==> src/rtl/lease_table_loader_pkg.sv <==
// -----------------------------------------------------------------------------
// lease_table_loader_pkg
//
// Shared definitions for the lease-table image loader:
//   - lease table indices (the {table, entry} address carries one of these in
//     its top two bits)
//   - header word offsets inside a lease-table image
//   - FSM state encoding and the "which word are we on" encoding
// -----------------------------------------------------------------------------
package lease_table_loader_pkg;

    // Lease table selectors, in the order they are laid out in the image.
    localparam int               TBL_W      = 2;
    localparam logic [TBL_W-1:0] TBL_ADDR   = 2'd0;  // reference address
    localparam logic [TBL_W-1:0] TBL_LEASE0 = 2'd1;  // lease0
    localparam logic [TBL_W-1:0] TBL_LEASE1 = 2'd2;  // lease1
    localparam logic [TBL_W-1:0] TBL_PROB   = 2'd3;  // lease0 probability

    // Header layout relative to the image base.
    localparam int HDR_DEFAULT = 0;  // default lease word
    localparam int HDR_COUNT   = 1;  // entry count word, count in [15:0]
    localparam int HDR_WORDS   = 2;  // first table starts after the header

    localparam int COUNT_W = 16;
    localparam int DATA_W  = 32;

    typedef enum logic [1:0] {
        ST_IDLE   = 2'd0,
        ST_REQ    = 2'd1,
        ST_WRITE  = 2'd2,
        ST_FINISH = 2'd3
    } state_t;

    // Which image word the current REQ/WRITE pair is handling.
    typedef enum logic [1:0] {
        WORD_HDR0  = 2'd0,
        WORD_HDR1  = 2'd1,
        WORD_ENTRY = 2'd2
    } word_t;

endpackage

==> src/rtl/lease_table_loader.sv <==
// -----------------------------------------------------------------------------
// lease_table_loader
//
// Fetches a lease-table image from word-addressed memory over a
// single-outstanding req/ack port and replays it as configuration writes for
// the lease cache policy controller.
//
// Image layout at base B:
//   B+0              default lease        -> con_wren_o
//   B+1              count N_img in [15:0]
//   B+2+t*N_img+i    table t, entry i     -> llt_wren_o at {t, i}
// Only the first min(N_img, LLT_ENTRIES) entries of each table are fetched;
// the table stride in memory is always N_img.
//
// Ports:
//   clock_i, reset_i      clock, synchronous active-high reset
//   start_i, base_addr_i  start pulse and image base (sampled in IDLE only)
//   mem_req_o/mem_addr_o  read request, held with a stable address until ack
//   mem_ack_i/mem_data_i  read completion, data valid in the ack cycle
//   con_wren_o            default-lease register write strobe
//   llt_wren_o            lease-table write strobe
//   llt_addr_o            {table[1:0], entry}, 0 when no table write
//   llt_data_o            write data, 0 when no strobe
//   busy_o                load in progress (REQ/WRITE)
//   done_o                one-cycle completion pulse
//   error_o               sticky: image count exceeded LLT_ENTRIES
// -----------------------------------------------------------------------------
module lease_table_loader
    import lease_table_loader_pkg::*;
#(
    parameter int LLT_ENTRIES = 128,
    parameter int BW_ENTRIES  = $clog2(LLT_ENTRIES),
    parameter int BW_MEM_ADDR = 24
) (
    input  logic                   clock_i,
    input  logic                   reset_i,
    input  logic                   start_i,
    input  logic [BW_MEM_ADDR-1:0] base_addr_i,
    output logic                   mem_req_o,
    output logic [BW_MEM_ADDR-1:0] mem_addr_o,
    input  logic                   mem_ack_i,
    input  logic [DATA_W-1:0]      mem_data_i,
    output logic                   con_wren_o,
    output logic                   llt_wren_o,
    output logic [BW_ENTRIES+1:0]  llt_addr_o,
    output logic [DATA_W-1:0]      llt_data_o,
    output logic                   busy_o,
    output logic                   done_o,
    output logic                   error_o
);

    // The effective count can equal LLT_ENTRIES, so it needs one bit more
    // than an entry index.
    localparam int NEFF_W = BW_ENTRIES + 1;

    localparam logic [BW_MEM_ADDR-1:0] ADDR_ONE = BW_MEM_ADDR'(1);
    localparam logic [BW_ENTRIES-1:0]  IDX_ONE  = BW_ENTRIES'(1);
    localparam logic [NEFF_W-1:0]      NEFF_ONE = NEFF_W'(1);
    localparam logic [NEFF_W-1:0]      NEFF_CAP = NEFF_W'(LLT_ENTRIES);

    // -------------------------------------------------------------------------
    // State
    // -------------------------------------------------------------------------
    state_t                 state_q;
    state_t                 state_d;
    word_t                  word_q;
    logic [BW_MEM_ADDR-1:0] base_q;       // image base B
    logic [BW_MEM_ADDR-1:0] addr_q;       // address of the word being fetched
    logic [BW_MEM_ADDR-1:0] tbl_base_q;   // first word of the current table
    logic [COUNT_W-1:0]     n_img_q;      // count from the image (table stride)
    logic [NEFF_W-1:0]      n_eff_q;      // entries actually loaded per table
    logic [TBL_W-1:0]       tbl_q;
    logic [BW_ENTRIES-1:0]  idx_q;
    logic [DATA_W-1:0]      data_q;       // word captured on mem_ack_i
    logic                   err_q;

    // -------------------------------------------------------------------------
    // Derived values
    // -------------------------------------------------------------------------
    logic [COUNT_W-1:0]     count_w;
    logic                   count_over;
    logic [NEFF_W-1:0]      n_eff_d;
    logic                   last_entry;
    logic [BW_MEM_ADDR-1:0] next_tbl_base;

    // Count comes from the low half of the HDR1 word only.
    assign count_w       = data_q[COUNT_W-1:0];
    assign count_over    = 32'(count_w) > 32'(LLT_ENTRIES);
    assign n_eff_d       = count_over ? NEFF_CAP : NEFF_W'(count_w);
    // n_eff_q >= 1 whenever entries are being written, so no underflow here.
    assign last_entry    = ({1'b0, idx_q} == (n_eff_q - NEFF_ONE));
    // Tables are strided by the image count even when clamped, so entries
    // beyond LLT_ENTRIES are skipped without being fetched.
    assign next_tbl_base = tbl_base_q + BW_MEM_ADDR'(n_img_q);

    // -------------------------------------------------------------------------
    // FSM state register
    // -------------------------------------------------------------------------
    // NOTE: every clocked assignment is non-blocking so all registers update
    // from the same pre-edge values, independent of statement order.
    always_ff @(posedge clock_i) begin
        if (reset_i) begin
            state_q <= ST_IDLE;
        end else begin
            state_q <= state_d;
        end
    end

    // -------------------------------------------------------------------------
    // FSM next state and outputs
    // -------------------------------------------------------------------------
    // NOTE: each signal written here gets a default first; a path that left
    // one unassigned would infer a latch.
    always_comb begin
        state_d    = state_q;
        mem_req_o  = 1'b0;
        mem_addr_o = '0;
        con_wren_o = 1'b0;
        llt_wren_o = 1'b0;
        llt_addr_o = '0;
        llt_data_o = '0;
        busy_o     = 1'b0;
        done_o     = 1'b0;
        error_o    = err_q;

        unique case (state_q)
            ST_IDLE: begin
                if (start_i) begin
                    state_d = ST_REQ;
                end
            end

            ST_REQ: begin
                busy_o     = 1'b1;
                mem_req_o  = 1'b1;
                mem_addr_o = addr_q;
                if (mem_ack_i) begin
                    state_d = ST_WRITE;
                end
            end

            ST_WRITE: begin
                busy_o = 1'b1;
                unique case (word_q)
                    WORD_HDR0: begin
                        con_wren_o = 1'b1;
                        llt_data_o = data_q;
                        state_d    = ST_REQ;
                    end
                    WORD_HDR1: begin
                        state_d = (n_eff_d == '0) ? ST_FINISH : ST_REQ;
                    end
                    WORD_ENTRY: begin
                        llt_wren_o = 1'b1;
                        llt_addr_o = {tbl_q, idx_q};
                        llt_data_o = data_q;
                        if (last_entry && (tbl_q == TBL_PROB)) begin
                            state_d = ST_FINISH;
                        end else begin
                            state_d = ST_REQ;
                        end
                    end
                    default: begin
                        state_d = ST_IDLE;
                    end
                endcase
            end

            ST_FINISH: begin
                done_o  = 1'b1;
                state_d = ST_IDLE;
            end

            default: begin
                state_d = ST_IDLE;
            end
        endcase
    end

    // -------------------------------------------------------------------------
    // Datapath: addressing, counters, captured data, sticky error
    // -------------------------------------------------------------------------
    // NOTE: the captured data word is reset along with the control registers;
    // it is a single register, and a clean value keeps post-reset debug simple.
    always_ff @(posedge clock_i) begin
        if (reset_i) begin
            word_q     <= WORD_HDR0;
            base_q     <= '0;
            addr_q     <= '0;
            tbl_base_q <= '0;
            n_img_q    <= '0;
            n_eff_q    <= '0;
            tbl_q      <= TBL_ADDR;
            idx_q      <= '0;
            data_q     <= '0;
            err_q      <= 1'b0;
        end else begin
            unique case (state_q)
                ST_IDLE: begin
                    if (start_i) begin
                        base_q <= base_addr_i;
                        addr_q <= base_addr_i + BW_MEM_ADDR'(HDR_DEFAULT);
                        word_q <= WORD_HDR0;
                        tbl_q  <= TBL_ADDR;
                        idx_q  <= '0;
                        err_q  <= 1'b0;
                    end
                end

                ST_REQ: begin
                    if (mem_ack_i) begin
                        data_q <= mem_data_i;
                    end
                end

                ST_WRITE: begin
                    unique case (word_q)
                        WORD_HDR0: begin
                            word_q <= WORD_HDR1;
                            addr_q <= base_q + BW_MEM_ADDR'(HDR_COUNT);
                        end
                        WORD_HDR1: begin
                            word_q     <= WORD_ENTRY;
                            n_img_q    <= count_w;
                            n_eff_q    <= n_eff_d;
                            tbl_base_q <= base_q + BW_MEM_ADDR'(HDR_WORDS);
                            addr_q     <= base_q + BW_MEM_ADDR'(HDR_WORDS);
                            tbl_q      <= TBL_ADDR;
                            idx_q      <= '0;
                            if (count_over) begin
                                err_q <= 1'b1;
                            end
                        end
                        WORD_ENTRY: begin
                            if (last_entry) begin
                                tbl_base_q <= next_tbl_base;
                                addr_q     <= next_tbl_base;
                                tbl_q      <= tbl_q + 2'd1;
                                idx_q      <= '0;
                            end else begin
                                idx_q  <= idx_q + IDX_ONE;
                                addr_q <= addr_q + ADDR_ONE;
                            end
                        end
                        default: begin
                            word_q <= WORD_HDR0;
                        end
                    endcase
                end

                default: begin
                    // ST_FINISH: nothing to update; error_o stays sticky.
                end
            endcase
        end
    end

endmodule

==> config.mk <==
export PLATFORM = sky130hd
export DESIGN_NAME = lease_table_loader
export DESIGN_NICKNAME = d
export VERILOG_FILES = /design/src/rtl/lease_table_loader_pkg.sv /design/src/rtl/lease_table_loader.sv
export SDC_FILE = /design/constraint.sdc
export NUM_CORES = 1
export LEC_CHECK = 0
export CORE_MARGIN = 2
export CORE_UTILIZATION = 30
export DETAILED_ROUTE_END_ITERATION = 10
export PLACE_DENSITY = 0.48
export SYNTH_ARGS = -nofsm -noshare
export SYNTH_HDL_FRONTEND = slang
export SYNTH_SLANG_ARGS = --single-unit
==> constraint.sdc <==
create_clock -name clock_i -period 4.1 [get_ports clock_i]
set_clock_uncertainty 0.1 [all_clocks]
set_input_delay 0.82 -clock clock_i [delete_from_list [all_inputs] [get_ports clock_i]]
set_output_delay 0.82 -clock clock_i [all_outputs]
set_load 0.01 [all_outputs]
### Word-level counts from Yosys, hierarchy flattened

Cells that the tools add are included.

| word-level totals | value |
|---|---|
| flip-flop bits (word level) | 142 |
| input bits | 60 |
| output and inout bits | 71 |
| word-level logic and storage cells | 92 |

| operators by class | value |
|---|---|
| $add $sub $neg | 7 |
| order comparisons | 1 |
| eq/ne operators | 16 |
| multiplexer cells | 39 |
| reductions and logical operators | 18 |

Operators with widths:

| kind | count |
|---|---|
| 24-bit 2-to-1 mux | 4 |
| 24-bit one-hot mux with 2 select lines | 2 |
| 24-bit one-hot mux with 3 select lines | 1 |
| 32-bit 2-to-1 mux | 2 |
| 24-bit by 1-bit adder with 24-bit output (second input constant) | 2 |
| 7-bit one-hot mux with 2 select lines | 2 |
| 24-bit by 16-bit adder with 24-bit output | 1 |
| 24-bit by 2-bit adder with 24-bit output (second input constant) | 1 |
| 9-bit 2-to-1 mux | 2 |
| 16-bit by 8-bit > comparator with 1-bit output (second input constant) | 1 |
| 7-bit 2-to-1 mux | 2 |
| 2-bit 2-to-1 mux | 6 |
| 2-bit one-hot mux with 2 select lines | 3 |
| 2-bit one-hot mux with 3 select lines | 2 |
| 3-bit AND reduction | 4 |
| 1-bit 2-to-1 mux | 10 |
| 2-bit != test (second input constant) | 5 |
| 2-bit equality test (second input constant) | 4 |
| 7-bit by 8-bit equality test with 1-bit output | 1 |
| 8-bit zero test | 1 |
| 8-bit 2-to-1 mux | 1 |
| 2-bit one-hot mux with 4 select lines | 1 |
| 2-bit AND reduction | 4 |
| 4-bit AND reduction | 2 |
| other kinds (13) | 17 |

### Logic depth before layout (Yosys ltp)

Gate-level depths: netlist (run 1).

| logic depth | value |
|---|---|
| depth in word-level cells | 6 |
| mapped depth | 13 |
| gate-level depth less buffers | 10 |

### Least setup slack after synthesis (run 1)

Ideal clock, no wire load.

| path | value |
|---|---|
| path type | register to register |
| start | register tbl_base_q[0] |
| end | register addr_q[22] |
| setup time | 0.116 ns |
| data arrival time | 2.818 ns |
| required time | 3.884 ns |
| slack | 1.066 ns |
| stages on the path, launching flop included | 11 |
| buffers on the path | 0 |
| clock period less this slack | 3.034 ns |
| cell sequence | dfxtp_1 -> ha_1 -> fa_1 -> a21oi_1 -> or3b_1 -> a31o_2 -> a2111oi_2 -> o21ai_0 -> xnor2_1 -> a311o_1 -> a31o_1 |

| on the way | value |
|---|---|
| word-level cells in the longest chain between the ends | 4 |

Ends and longest elaborated chain:

| element | RTL line | text |
|---|---|---|
| from (decl) | lease_table_loader.sv:69 | `logic [BW_MEM_ADDR-1:0] tbl_base_q;` |
| from (signal assigned) | lease_table_loader.sv:226 | `tbl_base_q <= base_q + BW_MEM_ADDR'(HDR_WORDS);` |
| from (signal assigned) | lease_table_loader.sv:236 | `tbl_base_q <= next_tbl_base;` |
| 24-bit by 16-bit adder with 24-bit output | lease_table_loader.sv:94 | `assign next_tbl_base = tbl_base_q + BW_MEM_ADDR'(n_img_q);` |
| 24-bit 2-to-1 mux | lease_table_loader.sv:235 | `if (last_entry) begin` |
| 24-bit one-hot mux with 3 select lines | lease_table_loader.sv:217 | `unique case (word_q)` |
| 24-bit one-hot mux with 2 select lines | lease_table_loader.sv:198 | `unique case (state_q)` |
| to (signal assigned) | lease_table_loader.sv:202 | `addr_q <= base_addr_i + BW_MEM_ADDR'(HDR_DEFAULT);` |
| to (signal assigned) | lease_table_loader.sv:220 | `addr_q <= base_q + BW_MEM_ADDR'(HDR_COUNT);` |
| to (signal assigned) | lease_table_loader.sv:237 | `addr_q <= next_tbl_base;` |
| to (decl) | lease_table_loader.sv:68 | `logic [BW_MEM_ADDR-1:0] addr_q;` |

Every way passes these cells.
A chain may end at the register's enable or synchronous reset.

### Worst setup path after layout (run 1)

| path | value |
|---|---|
| start | register word_q[0] |
| end | output port llt_data_o[17] |

| on the way | value |
|---|---|
| word-level cells in the longest chain between the ends | 4 |

Ends and longest elaborated chain:

| element | RTL line | text |
|---|---|---|
| from (decl) | lease_table_loader.sv:66 | `word_t word_q;` |
| from (signal assigned) | lease_table_loader.sv:187 | `word_q <= WORD_HDR0;` |
| from (signal assigned) | lease_table_loader.sv:203 | `word_q <= WORD_HDR0;` |
| from (signal assigned) | lease_table_loader.sv:219 | `word_q <= WORD_HDR1;` |
| 2-bit equality test or 2-bit zero test (tied branches) | lease_table_loader.sv:144 | `unique case (word_q)` |
| 2-bit OR reduction (no source line) (*) | -- |  |
| 32-bit 2-to-1 mux (*) | lease_table_loader.sv:144 |  |
| 32-bit 2-to-1 mux (*) | lease_table_loader.sv:126 | `unique case (state_q)` |
| to (decl) | lease_table_loader.sv:46 | `output logic [DATA_W-1:0] llt_data_o,` |

Every way passes the cells marked *; elsewhere a longest branch is shown, timed or not.

==> results.sh, run 1 <==
export IMPL_worstPathArrival_ns=2.81
export IMPL_synth_xor_area_share_pct=8.65
export IMPL_path_clk_slew_ns=0.06
export IMPL_die_h_um=179
export IMPL_htreeDepth=4
export IMPL_cp_common_cell="sky130_fd_sc_hd__inv_1"
export IMPL_drc_errors=0
export IMPL_synth_distinct_cells=78
export IMPL_synthCells=1259
export IMPL_clock_tree_root_cell="sky130_fd_sc_hd__clkbuf_16"
export IMPL_max_cap_viol_count=0
export IMPL_number_of_warning_messages_in_the_yosys_log=0
export IMPL_asyncSetResetFlopFracSynth_pct=0
export IMPL_first_global_vias=8830
export IMPL_r2r_setup_slack_ns=0.67
export IMPL_tritoncts="done"
export IMPL_dp_hpwl_mm=23.6
export IMPL_yosys_area_top_type_share_pct=30.8
export IMPL_groute_usage_overall_pct=20.2
export IMPL_peakVddDrop_mv=0.274
export IMPL_synthSimpleGateAreaFrac_pct=28.5
export IMPL_endpoint_kind="output port"
export IMPL_cp_slowest_cell="sky130_fd_sc_hd__clkdlybuf4s50_1"
export IMPL_synth_avg_cell_area_um2=7.32
export IMPL_maximum_number_of_pins_on_one_net_before_global_route_repair=60
export IMPL_ys_flop_type="sky130_fd_sc_hd__dfxtp_1"
export IMPL_final_setup_tns_ns=0
export IMPL_cts_setup_buffers=0
export IMPL_hold_class="register to register"
export IMPL_floorplan_rows=64
export IMPL_synth_top_family_by_area="simple AND/OR/NAND/NOR gates"
export IMPL_first_pass_grt_wire_length_mm=50.6
export IMPL_cts_path_max_buffers=2
export IMPL_grt_remaining_overflow=0
export IMPL_fin_nets=1454
export IMPL_postLayoutCellArea_um2=11500
export IMPL_synth_compound_area_share_pct=22.0
export IMPL_io_pins=131
export IMPL_timing_critical_path_fanout_max=23
export IMPL_die_width_um=179
export IMPL_critical_path_buf_inv_count=4
export IMPL_grt_antenna_before_repair=1
export IMPL_synthToLayoutAreaGrowth_pct=25.2
export IMPL_layout_drive_gt1_share_pct=6.62
export IMPL_run_status="complete, no violations"
export IMPL_totalPowerFinal_mw=5.12
export IMPL_critPathKind="register to output port"
export IMPL_final_period_utilization_pct=91.1
export IMPL_cts_hold_buffers=0
export IMPL_cts_resized=0
export IMPL_drtIter0Drc=795
export IMPL_cp_top_family="buffers and inverters"
export IMPL_filler_cell_count=3252
export IMPL_timing_worst_slew_pin_value_ns=0.962
export IMPL_static_leakage_nw=4.11
export IMPL_report_final_slew_viol_count=0
export IMPL_p_per_area_nw_per_um2=444
export IMPL_routed_via_count=9163
export IMPL_setup_viol=0
export IMPL_grt_setup_unrepaired="false"
export IMPL_post_synth_fa_ha_maj_area_fraction_pct=4.56
export IMPL_die_ar_um2=32100
export IMPL_timing_critical_path_cells="inv_1 -> ha_2 -> nand2_1 -> inv_1 -> nor2_1 -> buf_4 -> nor2b_1 -> clkdlybuf4s50_1"
export IMPL_routedWlPerCell_um=18.1
export IMPL_cp_start_kind="register"
export IMPL_placeableCoreArea_um2=30400
export IMPL_cts_sinks=142
export IMPL_synth_area_leaders="sky130_fd_sc_hd__dfxtp_1 (31%), sky130_fd_sc_hd__nand2_1 (9.4%), sky130_fd_sc_hd__a21oi_1 (7.5%)"
export IMPL_cts_buffers=17
export IMPL_synth_nets=1352
export IMPL_synth_cell_area_um2=9220
export IMPL_dp_area_um2=10900
export IMPL_cp_required_ns=3.18
export IMPL_ys_ff_latch=142
export IMPL_final_min_clock_period_ns=3.73
export IMPL_cpPeakStageDelay_ns=0.56
export IMPL_starting_density_of_the_core_pct=30.3
export IMPL_drt_vias_per_instance=5.18
export IMPL_first_pass_iters=5
export IMPL_clock_fmax_mhz=268
export IMPL_i_o_buffers=130
export IMPL_place_congestion=0.907
export IMPL_route_antenna_remaining_nets=0
export IMPL_number_of_inserted_diodes=0
export IMPL_finalHoldViolCount=0
export IMPL_synth_yosys_seq_area_share_pct=30.8
export IMPL_edff_count_synth=0
export IMPL_synthDominantAreaCellType="sky130_fd_sc_hd__dfxtp_1"
export IMPL_clock_latency_ns=0.43
export IMPL_postRouteWirelength_mm=32.0
export IMPL_mux_cell_area_share_after_synthesis_pct=0.787
export IMPL_slew_limit_headroom_pct=35.9
==> worst paths after layout <==
check	endpoint	depth (start not counted)	start
worst max-delay path	llt_data_o[17]	8	word_q[0]
worst min-delay path	data_q[22]	2	data_q[22]
worst max register to register	addr_q[22]	10	n_img_q[0]
worst min register to register	data_q[22]	2	data_q[22]
==> cells in the mapped netlist (9+ instances only) <==
library cell / count
sky130_fd_sc_hd__inv_1: 22
sky130_fd_sc_hd__nor2_1: 104
sky130_fd_sc_hd__and2_1: 36
sky130_fd_sc_hd__nor4_1: 10
sky130_fd_sc_hd__clkbuf_1: 58
sky130_fd_sc_hd__a21oi_1: 139
sky130_fd_sc_hd__o21ai_0: 58
sky130_fd_sc_hd__nand4_1: 16
sky130_fd_sc_hd__nand2b_1: 11
sky130_fd_sc_hd__nand3_1: 39
sky130_fd_sc_hd__a211oi_1: 19
sky130_fd_sc_hd__nand2_1: 230
sky130_fd_sc_hd__xor2_1: 43
sky130_fd_sc_hd__xnor2_1: 48
sky130_fd_sc_hd__and3_1: 32
sky130_fd_sc_hd__a21o_1: 10
sky130_fd_sc_hd__buf_1: 10
sky130_fd_sc_hd__ha_1: 32
sky130_fd_sc_hd__o211ai_1: 9
sky130_fd_sc_hd__nor3_1: 36
sky130_fd_sc_hd__nor2b_1: 24
sky130_fd_sc_hd__dfxtp_1: 142
==> cell families (layout without fill, tap and decap cells) <==
family                   after synthesis  after routing
buffers and inverters                102            217
flip-flops                           142            142
multiplexers                           7              7
AO/OA/AOI/OAI                        321            321
XOR/XNOR                              91             91
AND/OR/NAND/NOR                      563            563
adder cells (fa/ha/maj)               33             33
==> flip-flops by register name, indices dropped and copies added (netlist names) <==
name and flops:
data_q 32, addr_q 24, base_q 24, tbl_base_q 24, n_img_q 16, n_eff_q 8
idx_q 7, state_q 2, tbl_q 2, word_q 2, error_o 1
==> metrics by stage <==
| stage | cells | util [%] | setup WS (ns) | hold slack (ns) |
|---|---|---|---|---|
| final | 1770 | 37.9 | 0.367 | 0.357 |
| after global routing | 1770 | 37.9 | 0.167 | 0.376 |
| after CTS | 1770 | 37.9 | 0.344 | 0.358 |
| after detailed placement | 1738 | 35.9 | 0.659 | 0.347 |
| after global placement | 1738 | 35.9 | 0.774 | 0.352 |
| after floorplan | 1259 | - | 1.07 | 0.332 |
==> routing by layer <==
metal  up-vias  GRT usage (%)  part of all wire [%]  wire length, um
met1      4248           29.1                    50            16000
met4         0           4.67                   1.3              423
met5         -              0                     0                0
met3        23           3.75                   5.4             1710
li1       4612              -                     -                -
met2       280           31.1                    43            13800
==> final cells by class <==
cell class | instances | area (um^2) | share of cell area (%)
multi-input combinational | 1015 | 5950 | 51.5
clock inverter | 14 | 181 | 1.57
inverter | 24 | 90.1 | 0.781
timing repair buffer | 161 | 1540 | 13.4
clock buffer | 18 | 439 | 3.81
tap | 396 | 495 | 4.29
sequential | 142 | 2840 | 24.6
==> worst register-to-register path: stages, from the launching register on <==
cell,delay [ns]
sky130_fd_sc_hd__dfxtp_1,0.34
sky130_fd_sc_hd__ha_1,0.21
sky130_fd_sc_hd__fa_1,0.24
sky130_fd_sc_hd__a21oi_1,0.09
sky130_fd_sc_hd__or3b_1,0.40
sky130_fd_sc_hd__a31o_2,0.29
sky130_fd_sc_hd__a2111oi_2,0.65
sky130_fd_sc_hd__o21ai_0,0.26
sky130_fd_sc_hd__xnor2_1,0.18
sky130_fd_sc_hd__a311o_1,0.35
sky130_fd_sc_hd__a31o_1,0.22
==> report_power, final <==
part | internal [mW] | leakage, nW | switching [mW]
Combinational | 0.646 | 2.66 | 0.964
Sequential | 1.57 | 1.15 | 0.286
Clock | 0.985 | 0.302 | 0.666
Total | 3.20 | 4.11 | 1.92
==> layout by cell type, fill, tap and decap left out, types with 6 or more instances in the layout <==
cell type / synthesis / routed
sky130_fd_sc_hd__nand2_1: 230 / 230
sky130_fd_sc_hd__dfxtp_1: 142 / 142
sky130_fd_sc_hd__a21oi_1: 139 / 139
sky130_fd_sc_hd__clkdlybuf4s50_1: 0 / 129
sky130_fd_sc_hd__nor2_1: 104 / 104
sky130_fd_sc_hd__o21ai_0: 58 / 58
sky130_fd_sc_hd__xnor2_1: 48 / 48
sky130_fd_sc_hd__xor2_1: 43 / 43
sky130_fd_sc_hd__nand3_1: 39 / 39
sky130_fd_sc_hd__and2_1: 36 / 36
sky130_fd_sc_hd__nor3_1: 36 / 36
sky130_fd_sc_hd__and3_1: 32 / 32
sky130_fd_sc_hd__buf_4: 1 / 31
sky130_fd_sc_hd__ha_1: 32 / 30
sky130_fd_sc_hd__nor2b_1: 24 / 24
sky130_fd_sc_hd__inv_1: 22 / 22
sky130_fd_sc_hd__a211oi_1: 19 / 19
sky130_fd_sc_hd__clkbuf_16: 0 / 17
sky130_fd_sc_hd__nand4_1: 16 / 16
sky130_fd_sc_hd__nand2b_1: 11 / 11
sky130_fd_sc_hd__nor4_1: 10 / 10
sky130_fd_sc_hd__a21o_1: 10 / 10
sky130_fd_sc_hd__o211ai_1: 9 / 9
sky130_fd_sc_hd__o221ai_1: 7 / 7
sky130_fd_sc_hd__o22ai_1: 7 / 7
sky130_fd_sc_hd__o21a_1: 6 / 6
sky130_fd_sc_hd__or3_1: 6 / 6
(Power assumes the default switching activity.)
==> inputs of run 2 (changes only) <==
SLEW_MARGIN = 25   (was unset)
==> results of run 2 <==
Final layout, timing and power as in run 1 (identical DEF).
==> inputs of run 3 (changes only) <==
PLACE_DENSITY = 0.6   (was 0.48)
TNS_END_PERCENT = 5   (was unset)
==> run 3 against run 2 <==
  * First-iteration DRC count grew 4.4%
  * Global-route usage shrank 0.55 points
  * Non-clock buffer count shrank 3
  * Flip-flop and latch count is the same
  * Power shrank 1.3%
  * Final area shrank 0.49%
  * Count of clock-buffer cells in the layout grew 4
  * Register-to-register slack is essentially flat
  * Largest power group unchanged
  * Highest routed layer unchanged
==> results.sh, run 3 (synthesis results as in run 1) <==
export IMPL_cp_required_ns=3.18
export IMPL_power_report_internal_total_mw=3.17
export IMPL_drc_errors=0
export IMPL_slew_limit_headroom_pct=34.4
export IMPL_cp_top_family="buffers and inverters"
export IMPL_i_o_buffers=130
export IMPL_cpPeakStageDelay_ns=0.57
export IMPL_peakVddDrop_mv=0.279
export IMPL_cts_sinks=142
export IMPL_max_cap_viol_count=0
export IMPL_final_period_utilization_pct=89.2
export IMPL_final_min_clock_period_ns=3.66
export IMPL_sequentialPowerShare_pct=36.8
export IMPL_top_register="data_q"
export IMPL_endpoint_kind="output port"
export IMPL_first_pass_grt_wire_length_mm=49.4
export IMPL_setup_viol=0
export IMPL_layout_drive_gt1_share_pct=6.42
export IMPL_report_final_slew_viol_count=0
export IMPL_share_clk_of_total_power_pct=31.5
export IMPL_cts_path_max_buffers=2
export IMPL_tritoncts="done"
export IMPL_starting_density_of_the_core_pct=30.3
export IMPL_cp_start_kind="register"
export IMPL_routed_via_count=9414
export IMPL_timing_critical_path_fanout_max=35
export IMPL_final_setup_tns_ns=0
export IMPL_max_reg_flops=32
export IMPL_timing_critical_path_cells="inv_1 -> ha_2 -> buf_4 -> and2_1 -> nor2_1 -> buf_4 -> nor2b_1 -> clkdlybuf4s50_1"
export IMPL_route_antenna_remaining_nets=0
export IMPL_finalWorstSetupSlack_ns=0.444
export IMPL_worstPathArrival_ns=2.74
export IMPL_grt_setup_unrepaired="false"
export IMPL_timing_hold_ws_ns=0.349
export IMPL_cp_common_cell="sky130_fd_sc_hd__buf_4"
export IMPL_clock_tree_root_cell="sky130_fd_sc_hd__clkbuf_16"
export IMPL_cts_buffers=17
export IMPL_fin_nets=1451
export IMPL_power_share_switching_pct=37.3
export IMPL_placeableCoreArea_um2=30400
export IMPL_share_comb_of_total_power_pct=31.7
export IMPL_finalHoldViolCount=0
export IMPL_grt_remaining_overflow=0
export IMPL_routedWlPerCell_um=17.6
export IMPL_power_switching_mw=1.89
export IMPL_critical_path_buf_inv_count=4
export IMPL_path_clk_slew_ns=0.07
export IMPL_dp_hpwl_mm=22.6
export IMPL_cts_resized=0
export IMPL_leading_cell_types_in_the_layout_fill_and_taps_excluded="sky130_fd_sc_hd__nand2_1 (230), sky130_fd_sc_hd__dfxtp_1 (142), sky130_fd_sc_hd__a21oi_1 (139), sky130_fd_sc_hd__clkdlybuf4s50_1 (129), sky130_fd_sc_hd__nor2_1 (104)"
export IMPL_clock_fmax_mhz=274
export IMPL_die_ar_um2=32100
export IMPL_die_width_um=179
export IMPL_cp_slowest_cell="sky130_fd_sc_hd__clkdlybuf4s50_1"
export IMPL_first_pass_iters=5
export IMPL_drtIter0Drc=830
export IMPL_die_h_um=179
export IMPL_hold_class="register to register"
export IMPL_p_per_area_nw_per_um2=440
export IMPL_maximum_number_of_pins_on_one_net_before_global_route_repair=85
export IMPL_io_pins=131
export IMPL_critPathKind="register to output port"
export IMPL_htreeDepth=4
export IMPL_static_leakage_nw=4.08
export IMPL_synthToLayoutAreaGrowth_pct=24.6
export IMPL_pre_cts_ws_ns=0.719
export IMPL_postRouteWirelength_mm=31.1
export IMPL_drt_vias_per_instance=5.33
export IMPL_cts_hold_buffers=0
export IMPL_number_of_inserted_diodes=0
export IMPL_floorplan_rows=64
export IMPL_groute_usage_overall_pct=19.7
export IMPL_place_congestion=0.965
export IMPL_clock_latency_ns=0.44
export IMPL_cts_setup_buffers=0
export IMPL_run_status="complete, no violations"
export IMPL_timing_worst_slew_pin_value_ns=0.983
export IMPL_grt_antenna_before_repair=0
export IMPL_first_global_vias=8767
export IMPL_filler_cell_count=3242
export IMPL_most_common_cell_after_layout_fill_and_taps_aside="sky130_fd_sc_hd__nand2_1"
==> run 3: cell count changes in the layout (fill, tap and decap cells not counted) <==
cell and delta:
sky130_fd_sc_hd__clkbuf_1 +1, sky130_fd_sc_hd__clkinv_2 +3, sky130_fd_sc_hd__o21ai_1 -1, sky130_fd_sc_hd__o21ai_2 +1, sky130_fd_sc_hd__clkinv_4 -4, sky130_fd_sc_hd__inv_6 -4, sky130_fd_sc_hd__buf_4 -2, sky130_fd_sc_hd__bufinv_16 -1
sky130_fd_sc_hd__clkbuf_8 +3, sky130_fd_sc_hd__clkinvlp_4 +2, sky130_fd_sc_hd__buf_12 -1
==> run 3: layout make-up <==
cell class	count	area [um^2]	area share (%)
multi-input combinational	1015	5950	51.8
sequential	142	2840	24.8
timing repair buffer	158	1510	13.1
tap	396	495	4.31
clock buffer	22	484	4.22
clock inverter	10	111	0.970
inverter	24	90.1	0.784
==> run 3: path summary, 6_finish.rpt <==
path / cells after the start / to / slack (ns) / startpoint
setup / recovery: 8 / llt_data_o[0] / 0.44 / state_q[0]
hold / removal: 2 / data_q[25] / 0.35 / data_q[25]
setup reg to reg: 9 / addr_q[2] / 0.68 / n_eff_q[0]
hold reg to reg: 2 / data_q[25] / 0.35 / data_q[25]
==> run 3: through the flow <==
stage | utilization [%] | instance area [um^2] | total power [mW] | std cells
floorplan | - | 9220 | 2.79 | 1259
detailed placement | 35.8 | 10900 | 3.48 | 1735
CTS | 37.7 | 11500 | 5.08 | 1767
finish | 37.7 | 11500 | 5.05 | 1767
global route | 37.7 | 11500 | 5.34 | 1767
global placement | 35.8 | 10900 | 3.46 | 1735
==> run 3: power groups by stage <==
stage | Clock [mW] | Sequential (mW) | Combinational (mW)
finish | 1.59 | 1.86 | 1.60
global route | 1.68 | 1.89 | 1.77
CTS | 1.62 | 1.86 | 1.60
detailed placement | 0 | 1.89 | 1.59
global placement | 0 | 1.88 | 1.58
floorplan | 0 | 1.75 | 1.04
==> run 3: layer usage <==
layer	GRT usage [%]	wire [um]	vias to the layer above
li1	-	-	4611
met1	27.5	14300	4392
met2	29.7	13400	379
met3	5.32	2960	32
met4	5.24	465	0
met5	0	0	-
==> run 3: tightest hold or removal path, cell delays in order (launching register included) <==
cell and delay, ns:
sky130_fd_sc_hd__dfxtp_1 0.30, sky130_fd_sc_hd__nand2_1 0.05, sky130_fd_sc_hd__a21oi_1 0.05
